[src/rtl/tt_pkg.sv]
// Shared types and constants for the truth-table scanner.
// Holds the FSM state encoding, table geometry and the settle-time default.
package tt_pkg;

    localparam int IDX_W              = 3;
    localparam int TABLE_W            = 8;
    localparam int CNT_W              = 4;
    localparam int SETTLE_CYCLES_DEF  = 2;
    localparam logic [IDX_W-1:0] LAST_IDX = IDX_W'(TABLE_W - 1);

    typedef enum logic [1:0] {
        ST_IDLE   = 2'd0,
        ST_WAIT   = 2'd1,
        ST_SAMPLE = 2'd2,
        ST_DONE   = 2'd3
    } state_t;

    // Lowest bit position where the two tables disagree; 0 when they are equal.
    function automatic logic [IDX_W-1:0] lowest_diff(input logic [TABLE_W-1:0] x,
                                                     input logic [TABLE_W-1:0] y);
        logic [IDX_W-1:0] pos;
        pos = '0;
        for (int i = TABLE_W - 1; i >= 0; i--) begin
            if (x[i] != y[i]) pos = IDX_W'(i);
        end
        return pos;
    endfunction

endpackage

[src/rtl/tt_scanner_settle_timer.sv]
// Settle timer: counts cycles spent waiting for the function under test.
// tc is high on the last wait cycle so the FSM can move to sampling.
module settle_timer
    import tt_pkg::*;
#(
    parameter int TERMINAL = SETTLE_CYCLES_DEF
) (
    input  logic clk,
    input  logic rst,
    input  logic load,
    input  logic enable,
    output logic tc
);

    logic [CNT_W-1:0] count;

    always_ff @(posedge clk) begin
        if (rst) begin
            count <= '0;
        end else if (load) begin
            count <= '0;
        end else if (enable) begin
            count <= count + 1'b1;
        end
    end

    assign tc = (count == CNT_W'(TERMINAL - 1));

endmodule

[src/rtl/tt_scanner.sv]
// Truth-table scanner: walks a 3-input function through all 8 patterns,
// records its response and compares the result with a latched golden table.
module tt_scanner
    import tt_pkg::*;
#(
    parameter int SETTLE_CYCLES = SETTLE_CYCLES_DEF
) (
    input  logic               clk,
    input  logic               rst,
    input  logic               start,
    input  logic [TABLE_W-1:0] expected,
    output logic               a,
    output logic               b,
    output logic               c,
    input  logic               e_in,
    output logic               busy,
    output logic               done,
    output logic [TABLE_W-1:0] table_out,
    output logic               match,
    output logic [IDX_W-1:0]   first_miss,
    output state_t             state
);

    state_t             state_q;
    logic [IDX_W-1:0]   idx;
    logic [TABLE_W-1:0] expected_q;
    logic [TABLE_W-1:0] next_table;
    logic               timer_load;
    logic               timer_en;
    logic               timer_tc;

    // Table as it will look once the current pattern's response is written.
    always_comb begin
        next_table      = table_out;
        next_table[idx] = e_in;
    end

    assign timer_load = ((state_q == ST_IDLE) && start) ||
                        ((state_q == ST_SAMPLE) && (idx != LAST_IDX));
    assign timer_en   = (state_q == ST_WAIT);

    settle_timer #(
        .TERMINAL (SETTLE_CYCLES)
    ) u_settle_timer (
        .clk    (clk),
        .rst    (rst),
        .load   (timer_load),
        .enable (timer_en),
        .tc     (timer_tc)
    );

    always_ff @(posedge clk) begin
        if (rst) begin
            state_q    <= ST_IDLE;
            idx        <= '0;
            expected_q <= '0;
            table_out  <= '0;
            match      <= 1'b0;
            first_miss <= '0;
        end else begin
            case (state_q)
                ST_IDLE: begin
                    if (start) begin
                        idx        <= '0;
                        expected_q <= expected;
                        table_out  <= '0;
                        match      <= 1'b0;
                        first_miss <= '0;
                        state_q    <= ST_WAIT;
                    end
                end
                ST_WAIT: begin
                    if (timer_tc) state_q <= ST_SAMPLE;
                end
                ST_SAMPLE: begin
                    table_out <= next_table;
                    // Verdict is formed here so it is already valid while done is high.
                    if (idx == LAST_IDX) begin
                        match      <= (next_table == expected_q);
                        first_miss <= lowest_diff(next_table, expected_q);
                        state_q    <= ST_DONE;
                    end else begin
                        idx     <= idx + 1'b1;
                        state_q <= ST_WAIT;
                    end
                end
                default: begin
                    state_q <= ST_IDLE;
                end
            endcase
        end
    end

    // The pattern index itself drives the stimulus, so it only moves on SAMPLE->WAIT.
    assign {a, b, c} = idx;
    assign busy      = (state_q == ST_WAIT) || (state_q == ST_SAMPLE);
    assign done      = (state_q == ST_DONE);
    assign state     = state_q;

endmodule

[config.mk]
export PLATFORM = sky130hd
export DESIGN_NAME = tt_scanner
export DESIGN_NICKNAME = d
export VERILOG_FILES = /design/src/rtl/tt_pkg.sv /design/src/rtl/tt_scanner_settle_timer.sv /design/src/rtl/tt_scanner.sv
export SDC_FILE = /design/constraint.sdc
export NUM_CORES = 1
export LEC_CHECK = 0
export CAP_MARGIN = 15
export CORE_MARGIN = 1
export CORE_UTILIZATION = 40
export CTS_BUF_LIST = sky130_fd_sc_hd__clkbuf_4 sky130_fd_sc_hd__clkbuf_8
export CTS_CLUSTER_SIZE = 25
export DETAILED_ROUTE_END_ITERATION = 6
export DONT_BUFFER_PORTS = 1
export GPL_ROUTABILITY_DRIVEN = 0
export PLACE_DENSITY = 0.62
export SLEW_MARGIN = 10
export SYNTH_ARGS = -nofsm -noshare
export SYNTH_HDL_FRONTEND = slang
export SYNTH_SLANG_ARGS = --single-unit
[constraint.sdc]
create_clock -name clk -period 3 [get_ports clk]
set_clock_uncertainty 0.2 [all_clocks]
set_input_delay 0.6 -clock clk [delete_from_list [all_inputs] [get_ports clk]]
set_output_delay 0.6 -clock clk [all_outputs]
set_load 0.01 [all_outputs]
== Word level (Yosys, flattened, before mapping) ==
Cells that the tools add are included.
Cells by class
  reductions and logical operators: 13
  add/sub/neg operators: 2
  mux-type cells: 25
  $lt $le $gt $ge: 2
  equal/unequal tests: 19
Operators by type and width (count)
  2-to-1 mux 3 bit: 11
  case mux 8 bit (2 select lines): 1
  case mux 3 bit (2 select lines): 2
  bitwise mux 8 bit: 1
  == test 8 bit: 1
  2-to-1 mux 8 bit: 1
  inequality test 1 bit: 8
  2-to-1 mux 2 bit: 3
  case mux 2 bit (3 select lines): 1
  AND reduction 2 bit: 3
  AND reduction 3 bit: 2
  adder 4 x 1 -> 4 bit, second input constant: 1
  == test 2 bit, second input constant: 2
  == test 4 x 1 -> 1 bit, second input constant: 1
  < comparator 3 x 4 -> 1 bit, second input constant: 1
  inequality test 2 x 1 -> 1 bit, second input constant: 2
  inequality test 2 bit, second input constant: 2
  adder 3 x 1 -> 3 bit, second input constant: 1
  demux 1 bit (select 3 bit): 1
  == test 3 bit, second input constant: 1
  >= comparator 3 x 1 -> 1 bit, second input constant: 1
  logical AND 1 bit: 3
  2-to-1 mux 1 bit: 3
  inequality test 3 bit, second input constant: 1
  other kinds (6): 7
Storage, ports and cells
  bits of input ports: 12
  flip-flop bits (word level): 29
  output and inout port bits: 19

== Longest topological paths before layout ==
  depth after elaboration: 16
  mapped depth: 9

== Hierarchy ==
From an unflattened synthesis, not the netlist that was laid out.
Second synthesis, totals
  cell total of the unflattened synthesis: 187
  area total of the unflattened synthesis: 1610.3 µm²
By module, submodules not included
  tt_scanner: area each 1411.4 µm², cells an instance 167, instances 1
  settle_timer: area each 198.9 µm², cells an instance 20, instances 1

== Least setup slack after synthesis ==
OpenSTA, ideal clock, no wires.
  kind: input port to flip-flop
  start point: input e_in
  end point: register first_miss[2]
  required time: 2.731 ns
  slack: 0.849 ns
  data arrival time: 1.882 ns
  library setup time: 0.069 ns
  stages on the path: 6
  cell sequence: clkbuf_1 > mux2i_1 > xor2_1 > nand4_1 > or4_1 > o21ai_1
On the way
  cells in the longest elaborated chain, start to end: 12
  elaborated cells between the ends (all ways): 19
  classes of those cells: eq/ne (8); mux (11)
Ends and longest elaborated chain
  start: declaration: line tt_scanner.sv:15  | input logic e_in,
  bitwise mux 8 bit *: line tt_scanner.sv:35  | next_table[idx] = e_in;
  inequality test 1 bit: line tt_pkg.sv:24  | if (x[i] != y[i]) pos = IDX_W'(i);
  2-to-1 mux 3 bit (7 in series): line tt_pkg.sv:24
  2-to-1 mux 3 bit *: line tt_pkg.sv:24
  2-to-1 mux 3 bit *: line tt_scanner.sv:78  | if (idx == LAST_IDX) begin
  case mux 3 bit (2 select lines) *: line tt_scanner.sv:61  | case (state_q)
  end signal: assignment: line tt_scanner.sv:80  | first_miss <= lowest_diff(next_table, expected_q);
  end: declaration: line tt_scanner.sv:20  | output logic [IDX_W-1:0] first_miss,
Every way passes the cells marked *; elsewhere a longest branch is shown, timed or not. The select of a mux whose other input is x is not followed.
A chain may end at the register's enable or synchronous reset.

== Worst setup path after layout ==
  start point: register state_q[0] (netlist: state[0])
  end point: register first_miss[0]
On the way
  cells in the longest elaborated chain, start to end: 3
  elaborated cells between the ends (all ways): 7
  classes of those cells: eq/ne (3); mux (1); reduce/logical (3)
Ends and longest elaborated chain
  start: declaration: line tt_scanner.sv:24  | state_t state_q;
  start signal: assignment: line tt_scanner.sv:54  | state_q <= ST_IDLE;
  start signal: assignment: line tt_scanner.sv:69  | state_q <= ST_WAIT;
  start signal: assignment: line tt_scanner.sv:73  | if (timer_tc) state_q <= ST_SAMPLE;
  == test 2 bit or zero test 2 bit (tied branches): line tt_scanner.sv:61
  inequality test 2 x 1 -> 1 bit (no source line), or another cell as far along
  AND reduction 3 bit (no source line)
Several ways; a longest one is shown, not always the timed one.

==> flow_metrics.tcl <==
set metrics [dict create \
    fillers 393 \
    power_density_nw_per_um2 706 \
    drt-pass1-iter-count 4 \
    required_ns 2.97 \
    rsz0062_at_grt "false" \
    postCtsSetupBuffers 0 \
    met1_length_um 1600 \
    synthTopCellsByArea "dfxtp_1 (37%), nand2_1 (8.1%), ha_1 (7.1%)" \
    reg2reg_depth 8 \
    arrival_ns 2.36 \
    placed_cells 230 \
    syn_nets 215 \
    synth_area_um2 1580 \
    vdd_drop_max_v 0.000362 \
    htree_levels 2 \
    finalHoldViolCount 0 \
    grt_max_degree 28 \
    crit_chain "inv_1, ha_1, nand2b_1, o21ai_1, o21ai_0, nand2b_1, a31oi_1, a211oi_1" \
    rrSetupSlack_ns 0.60 \
    rows 22 \
    clk_latency_ns 0.28 \
    num_vias 1291 \
    die_h_um 64.9 \
    cts_buffer_depth 2 \
    grt_pass1_vias 1305 \
    start_kind "flip-flop" \
    synth.distinct_cells 37 \
    highest_layer "met4" \
    maxSlewViolCount 0 \
    core_area_um2 3720 \
    synth_seq_cells 29 \
    port_buffers 0 \
    min_path_type "primary input to flip-flop" \
    timing.rr.start "state[0]$_SDFFE_PP0P_" \
    drive_gt1_frac 0.0526 \
    die_x_um 64.9 \
    drt_iter0_drc 94 \
    grtUsageTotal 0.182 \
    antenna_cells 0 \
    dpl.hpwl_um 2540 \
    nNetsFinal 210 \
    crit_buf_inv 1 \
    min_from "rst" \
    leakage_uw 0.000649 \
    antenna_found_initial 0 \
    areaGrowthSynthToFinish_pct 6.00 \
    wl_um 3480 \
    yosysWarnings 0 \
    wl_met3_um 225 \
    final_cells 238 \
    finalSetupViolations 0 \
    overflow 0 \
    cp_slowest_cell "dfxtp_1" \
    cp_common_cell "nand2b_1" \
    r2r-end "first_miss[0]$_SDFFE_PP0P_" \
    clk_pin_slew_ns 0.06 \
    cts_made_buffers 5 \
    syn_inst 194 \
    total_power_uw 1190 \
    syn_area_per_cell_um2 8.17 \
    status "finished clean" \
    wl_met2_um 1600 \
    detail_route.wl_per_cell_um 14.6 \
    crit_type "flip-flop to flip-flop" \
    cts_tree "yes" \
    hold_slack_ns 0.176 \
    synth_area_leader_cell "dfxtp_1" \
    tightest_slew_ns 0.541 \
    slew-limit-headroom 0.637 \
    cts.sinks 29 \
    max_freq_ghz 0.417 \
    slowest_delay_ns 0.51 \
    root_buffer "clkbuf_8" \
    synth_top_area_share 0.367 \
    cts-resized-gates 0 \
    period_share 0.799 \
    min_period_ns 2.40 \
    ys_seq_area_frac 0.367 \
    endpoint_kind "flip-flop" \
    io_pins 31 \
    fin_util 0.452 \
    fin_setup_tns_ns 0 \
    cts-hold-fix-buffers 0 \
    cp_max_fo 9 \
    postRouteAntennaNets 0 \
    start_util 0.426 \
    grt_pass1_wl_um 5880 \
    cap_violations 0 \
    path_depth 8 \
    crit_family "compound AO/OA/AOI/OAI gates" \
    crit_end "first_miss[0]$_SDFFE_PP0P_" \
    via_per_inst 5.42 \
    cp-startpoint "state[0]$_SDFFE_PP0P_" \
    die-area_um2 4220 \
    drcViolationCount 0 \
]
synthesized netlist by cell type (all sizes together):
cell type,n
xnor2,3
and2,2
ha,9
nor2b,3
nor4,1
buf,7
nand4,2
a22o,1
o21ai,13
or3b,1
nor3b,3
a31oi,1
a211oi,2
dfxtp,29
nand2,34
o21a,1
clkbuf,5
and3,2
o311ai,1
a21oi,11
nand2b,2
mux2i,8
and3b,3
inv,3
or4,1
or3,1
nor3,1
xor2,7
a211o,1
o41ai,1
a22oi,11
nor2,24
cells by family after synthesis:
group,count (synthesis),synth area share
AOI/OAI and AO/OA,43,0.168
xor gates and xnor gates,10,0.0553
buffers and inverters,15,0.0490
muxes,8,0.0506
DFF,29,0.367
adders and majority gates,9,0.0711
and+or+nand+nor,80,0.239
layer usage:
layer	global-route usage	up-vias
li1	-	655
met1	0.222	599
met2	0.290	33
met3	0.0634	4
met4	0.0750	0
met5	0	-
worst register-to-register path, delay by kind of cell (launching register included):
family                   cells  cell delay (ns)
AO/OA/AOI/OAI                4             0.78
adder cells (fa/ha/maj)      1             0.28
buffers and inverters        1             0.14
flip-flops                   1             0.51
AND/OR/NAND/NOR              2             0.35
final cells by class:
class                      instances  area (um2)  area share
clock inverter                     1        5.00     0.00298
clock buffer                       7        96.3      0.0574
inverter                           3        11.3     0.00671
sequential                        29         581       0.346
tap                               48        60.1      0.0358
multi-input combinational        150         926       0.551
metrics by stage:
step                setup slack (ns)  cell area [um2]
global route                   0.377             1680
finish                         0.602             1680
global placement               0.679             1580
floorplan                      0.849             1580
CTS                            0.630             1680
detailed placement             0.649             1580
registers in the layout, summed over array words and instances, names as in the netlist:
signal	cells
first_miss	3
idx	3
match	1
table_out	8
expected_q	8
state	2
u_settle_timer.count	4
report_power, final:
group / switching (uW) / internal (uW)
Clock: 152 / 207
Combinational: 226 / 124
Sequential: 52.9 / 424
cells in the final DEF, fill, tap and decap left out, types with 2 or more instances in the layout:
cell,instances
nor3b_1,2
dfxtp_1,29
and3_1,2
mux2i_1,8
inv_1,3
xor2_1,7
and3b_1,3
o21ai_1,2
a211oi_1,2
nor2b_1,3
and2_1,2
nand4_1,2
a22oi_1,11
xnor2_1,3
ha_1,9
nand2b_1,2
a21oi_1,11
clkbuf_8,7
o21ai_0,11
nor2_1,24
nand2_1,34
worst min path at each step:
stage                                      end  cells after the start
detailed placement  expected_q[1]$_SDFFE_PP0P_                      2
finish              expected_q[1]$_SDFFE_PP0P_                      1
CTS                 expected_q[1]$_SDFFE_PP0P_                      1
global placement    expected_q[0]$_SDFFE_PP0P_                      2
global route        expected_q[2]$_SDFFE_PP0P_                      1
floorplan           expected_q[6]$_SDFFE_PP0P_                      2
Power figures use the tool's default switching activity.
